--- config.mk ---
export PLATFORM = sky130hd
export DESIGN_NAME = regfile_flat
export DESIGN_NICKNAME = d
export VERILOG_FILES = /design/src/rtl/regfile_if.sv /design/src/rtl/regfile.sv /design/src/flat_wrapper.sv
export SDC_FILE = /design/constraint.sdc
export NUM_CORES = 2
export LEC_CHECK = 0
export BUFFER_PORTS_ARGS = -buffer_cell sky130_fd_sc_hd__buf_2
export CORE_MARGIN = 1.5
export CORE_UTILIZATION = 35
export DETAILED_ROUTE_END_ITERATION = 12
export PLACE_DENSITY = 0.56
export SLEW_MARGIN = 20
export SYNTH_ARGS = -nofsm -noshare
export SYNTH_HDL_FRONTEND = slang
export SYNTH_SLANG_ARGS = --single-unit
--- constraint.sdc ---
create_clock -name clock -period 4.3 [get_ports clock]
set_clock_uncertainty 0.05 [all_clocks]
set_input_delay 0.86 -clock clock [delete_from_list [all_inputs] [get_ports clock]]
set_output_delay 0.86 -clock clock [all_outputs]
set_load 0.05 [all_outputs]
--- src/rtl/regfile_if.sv ---
// Register file access bundle: one write port and two read ports.
// The master drives the write strobe, write data and read indices.
// The slave (the register file) returns the two read values.
interface regfile_if;
  logic        ctrl_writeEnable;
  logic [4:0]  ctrl_writeReg;
  logic [31:0] data_writeReg;
  logic [4:0]  ctrl_readRegA;
  logic [4:0]  ctrl_readRegB;
  logic [31:0] data_readRegA;
  logic [31:0] data_readRegB;

  modport master (
    output ctrl_writeEnable,
    output ctrl_writeReg,
    output data_writeReg,
    output ctrl_readRegA,
    output ctrl_readRegB,
    input  data_readRegA,
    input  data_readRegB
  );

  modport slave (
    input  ctrl_writeEnable,
    input  ctrl_writeReg,
    input  data_writeReg,
    input  ctrl_readRegA,
    input  ctrl_readRegB,
    output data_readRegA,
    output data_readRegB
  );
endinterface

--- src/rtl/regfile.sv ---
// 32 x 32-bit register file with one write port and two combinational
// read ports. r0 is hard-wired to zero and has no storage. When BYPASS is
// set, a write presented in the current cycle is forwarded to any read port
// that selects the same (non-zero) register. Reset is synchronous and
// active-low, clears every register and suppresses forwarding.
module regfile #(
  parameter int BYPASS = 1
) (
  input logic      clock,
  input logic      reset,
  regfile_if.slave bus
);

  localparam logic C_BYPASS_EN = (BYPASS != 0);

  // Storage for r1..r31; r0 is a constant and never stored.
  logic [31:0] r_regs [1:31];

  logic [31:1] w_wr_en;
  logic [31:0] w_stored [0:31];
  logic        w_bypass_a;
  logic        w_bypass_b;

  // One-hot write decode gated by the write strobe; index 0 has no enable.
  always_comb begin
    w_wr_en = 31'h0000_0000;
    for (int i = 1; i < 32; i++) begin
      w_wr_en[i] = bus.ctrl_writeEnable && (bus.ctrl_writeReg == 5'(i));
    end
  end

  // Register bank: reset clears everything and wins over a concurrent write.
  always_ff @(posedge clock) begin
    for (int i = 1; i < 32; i++) begin
      if (!reset) begin
        r_regs[i] <= 32'h0000_0000;
      end else if (w_wr_en[i]) begin
        r_regs[i] <= bus.data_writeReg;
      end
    end
  end

  // Read view of the array with r0 forced to zero.
  always_comb begin
    w_stored[0] = 32'h0000_0000;
    for (int i = 1; i < 32; i++) begin
      w_stored[i] = r_regs[i];
    end
  end

  // Forwarding is only taken for a live, non-zero write while out of reset.
  assign w_bypass_a = C_BYPASS_EN && reset && bus.ctrl_writeEnable &&
                      (bus.ctrl_writeReg != 5'd0) &&
                      (bus.ctrl_writeReg == bus.ctrl_readRegA);
  assign w_bypass_b = C_BYPASS_EN && reset && bus.ctrl_writeEnable &&
                      (bus.ctrl_writeReg != 5'd0) &&
                      (bus.ctrl_writeReg == bus.ctrl_readRegB);

  // Read port A: forwarded write data or the stored register.
  always_comb begin
    if (w_bypass_a) begin
      bus.data_readRegA = bus.data_writeReg;
    end else begin
      bus.data_readRegA = w_stored[bus.ctrl_readRegA];
    end
  end

  // Read port B: forwarded write data or the stored register.
  always_comb begin
    if (w_bypass_b) begin
      bus.data_readRegB = bus.data_writeReg;
    end else begin
      bus.data_readRegB = w_stored[bus.ctrl_readRegB];
    end
  end

endmodule

--- src/flat_wrapper.sv ---
// flat-port wrapper written by rule: the top's interface ports become plain ports
module regfile_flat 
#(
  parameter int BYPASS = 1
)
  (clock, reset, bus_ctrl_writeEnable, bus_ctrl_writeReg, bus_data_writeReg, bus_ctrl_readRegA, bus_ctrl_readRegB, bus_data_readRegA, bus_data_readRegB);
  regfile_if bus_i ();
  input logic clock;
  input logic reset;
  input wire logic [$bits(bus_i.ctrl_writeEnable)-1:0] bus_ctrl_writeEnable;
  input wire logic [$bits(bus_i.ctrl_writeReg)-1:0] bus_ctrl_writeReg;
  input wire logic [$bits(bus_i.data_writeReg)-1:0] bus_data_writeReg;
  input wire logic [$bits(bus_i.ctrl_readRegA)-1:0] bus_ctrl_readRegA;
  input wire logic [$bits(bus_i.ctrl_readRegB)-1:0] bus_ctrl_readRegB;
  output wire logic [$bits(bus_i.data_readRegA)-1:0] bus_data_readRegA;
  output wire logic [$bits(bus_i.data_readRegB)-1:0] bus_data_readRegB;
  assign bus_i.ctrl_writeEnable = bus_ctrl_writeEnable;
  assign bus_i.ctrl_writeReg = bus_ctrl_writeReg;
  assign bus_i.data_writeReg = bus_data_writeReg;
  assign bus_i.ctrl_readRegA = bus_ctrl_readRegA;
  assign bus_i.ctrl_readRegB = bus_ctrl_readRegB;
  assign bus_data_readRegA = bus_i.data_readRegA;
  assign bus_data_readRegB = bus_i.data_readRegB;
  regfile #(.BYPASS(BYPASS)) u_core (.clock(clock), .reset(reset), .bus(bus_i));
endmodule
==> results.yml <==
drt:
  first_pass_iters: 6
  wire_per_inst_um: 33.7
  vias_per_cell: 6.03
  drcViolationCount: 0
  antenna_left: 0
  drtIter0Drc: 4797
  wl_met3_um: 20500
  wl_met2_um: 96000
  routed_wl_um: 201000
  wl_met1_um: 78300
  top_layer: "met5"
  vias: 36000
critical_path:
  cp.required_ns: 3.39
  worstSetupPathType: "primary input to output pin"
  cp-start-kind: "primary input"
  crit_fanout: 19
  worst_setup_path_end_kind: "output pin"
  worstSetupStartpoint: "bus_ctrl_writeReg[0]"
  arrival_ns: 3.39
sta:
  finalHoldViolCount: 0
  worst_pin_slew_ns: 1.11
  maxSlewHeadroom_pct: 25.1
  setup_viol_count_final: 0
  min_period_ns: 4.30
  finalSetupTns_ns: 0
  final-max-slew-violation-count: 0
  rsz0062_at_grt: "false"
  fmax_ghz: 0.233
  fin_crit_sh_pct: 99.9
synthesis:
  yosysTopAreaCell: "edfxtp_1"
  ys.flop_type: "edfxtp_1"
  synthTopCellsByArea: "edfxtp_1 56%, mux4_2 16%, and2_1 12%"
  yosys.area.top_type_share_pct: 55.6
  synth.most_common_cell: "and2_1"
  syn_area_sq_um: 53600
  ys_seq_elements: 992
  yosysSeqAreaShare_pct: 55.6
  synth_common_cells: "997 x and2_1, 992 x edfxtp_1, 385 x mux4_2"
  synth_nets: 3808
  yosys_warnings: 0
  ys_types: 45
  postSynthCellCount: 3758
  avgSynthCellArea_sq_um: 14.3
  synth_edf_count: 992
  async_reset_ff_share_pct: 0
die:
  ios: 114
  die_height_um: 394
  fp.dieW_um: 394
  rows: 143
  die_area_sq_um: 155000
  start_util_pct: 35.3
  coreArea_sq_um: 152000
place:
  port-buffer-count: 113
  dp_cells: 5766
  place_congestion: 0.883
  hpwl_um: 124000
  placed_cell_area_sq_um: 59400
hold_path:
  holdCritStartpoint: "bus_data_writeReg[6]"
  hold_class: "primary input to flop"
power_and_ir_drop:
  clkPwrFrac_pct: 38.0
  peakVddDrop_uv: 326
  combPwrFrac_pct: 15.5
  p_sw_mw: 6.60
  p_per_area_nw_per_um2: 393
  switching_share_pct: 26.8
  p_int_mw: 18.1
  p_leak_nw: 21.8
  seq_power_share_pct: 46.5
layout:
  finalNonFillerCells: 5967
  drive_above_1_share_pct: 28.1
  top_regs: "u_core.r_regs: 992 flops"
  nFillCells: 13600
  post-route-util_pct: 41.4
  final_area_sq_um: 62800
  regMostFlops: "u_core.r_regs"
  area_growth_pct: 17.2
  finalNetCount: 3892
  largest_reg_flops: 992
cts:
  ctsHtreeMaxLevel: 3
  cts_root_buffer: "clkbuf_16"
  clk_pin_slew_ns: 0.06
  numCtsBuffers: 104
  tritoncts: "built"
  clockBufferDepth: 3
  cts_sinks: 992
  post-cts-setup-buffer-count: 0
global_route:
  grt_pass1_wl_um: 280000
  grt_usage_pct: 25.5
  grt_max_degree: 52
  grt_pass1_vias: 35500
  gr-total-overflow: 0
  antenna_found_initial: 17
run_status:
  outcome: "complete, no violations"
flow_run:
  drv_cap: 0
[per-stage QoR]
stage               worst slack [ns]  hold slack, ns  total power [mW]
floorplan                     0.0141            1.01              13.7
global placement              0.0550            1.30              15.4
detailed placement            0.0272            1.29              15.5
CTS                           0.0249           0.513              24.7
global route                0.000737           0.569              25.2
finish                       0.00358           0.555              24.7
[critical path, stage by stage]
cell,delay (ns)
buf_2,0.19
or4_4,0.62
o211ai_4,0.26
nor4_4,0.09
buf_12,0.20
buf_4,0.24
a211o_1,0.33
o21ai_1,0.38
buf_12,0.19
[cell type report]
class | count | area (sq um) | share of cell area [%]
Clock buffer | 126 | 2710 | 4.31
Antenna cell | 8 | 20.0 | 0.0319
Inverter | 3 | 11.3 | 0.0179
Clock inverter | 67 | 721 | 1.15
Timing Repair Buffer | 397 | 4350 | 6.93
Sequential cell | 992 | 29800 | 47.4
Tap cell | 2030 | 2540 | 4.04
Multi-Input combinational cell | 2344 | 22700 | 36.1
[power groups by stage]
stage | Combinational, mW | Clock [mW] | Sequential (mW)
2_1_floorplan | 2.11 | 0 | 11.6
4_1_cts | 3.79 | 9.43 | 11.5
5_1_grt | 3.94 | 9.78 | 11.5
3_5_place_dp | 3.78 | 0 | 11.7
3_3_place_gp | 3.78 | 0 | 11.7
6_report | 3.82 | 9.37 | 11.5
[final timing paths]
check / to / slack [ns] / cells past startpoint
hold / removal: u_core.r_regs[0][422]$_SDFFCE_PN0P_ / 0.55 / 2
setup / recovery: bus_data_readRegA[31] / 0.004 / 9
[layer usage]
layer / vias to the layer above / global-route usage [%]
met4: 10 / 8.55
met5: - / 0
met3: 387 / 5.61
met1: 18700 / 33.7
met2: 2260 / 41.6
li1: 14600 / -
[cell usage in the layout (no fill, tap or decap), drive strengths merged, types with 10 or more instances in the layout]
master and instances:
a221oi 60, buf 396, a211o 32, a22oi 121, nor2b 10, edfxtp 992, mux2i 129, mux4 385
clkinv 45, and2 997, clkbuf 127, nand2 81, nor2 67, o22ai 39, a21oi 33, o22a 31
nor3 31, bufinv 14, nand2b 10, a21o 31, a221o 32, o31ai 31, o21ai 96, and3 29
mux2 65
[cell families (layout without fill, tap and decap cells)]
logic type      count (synthesis)  count (layout)  synth area share [%]
compound gates                513             513                  7.14
simple gates                 1242            1242                  13.8
buf+inv                       422             593                  3.35
xor+xnor                       10              10                 0.163
flops                         992             992                  55.6
other cells                     0               8                     0
mux                           579             579                  20.0
[what timing repair did]
item | CTS | global route
setup endpoints to repair | 0 | 1
gates resized for setup | 0 | 1
hold buffers | 0 | 0
No activity file was read; power rests on OpenSTA's default activity.
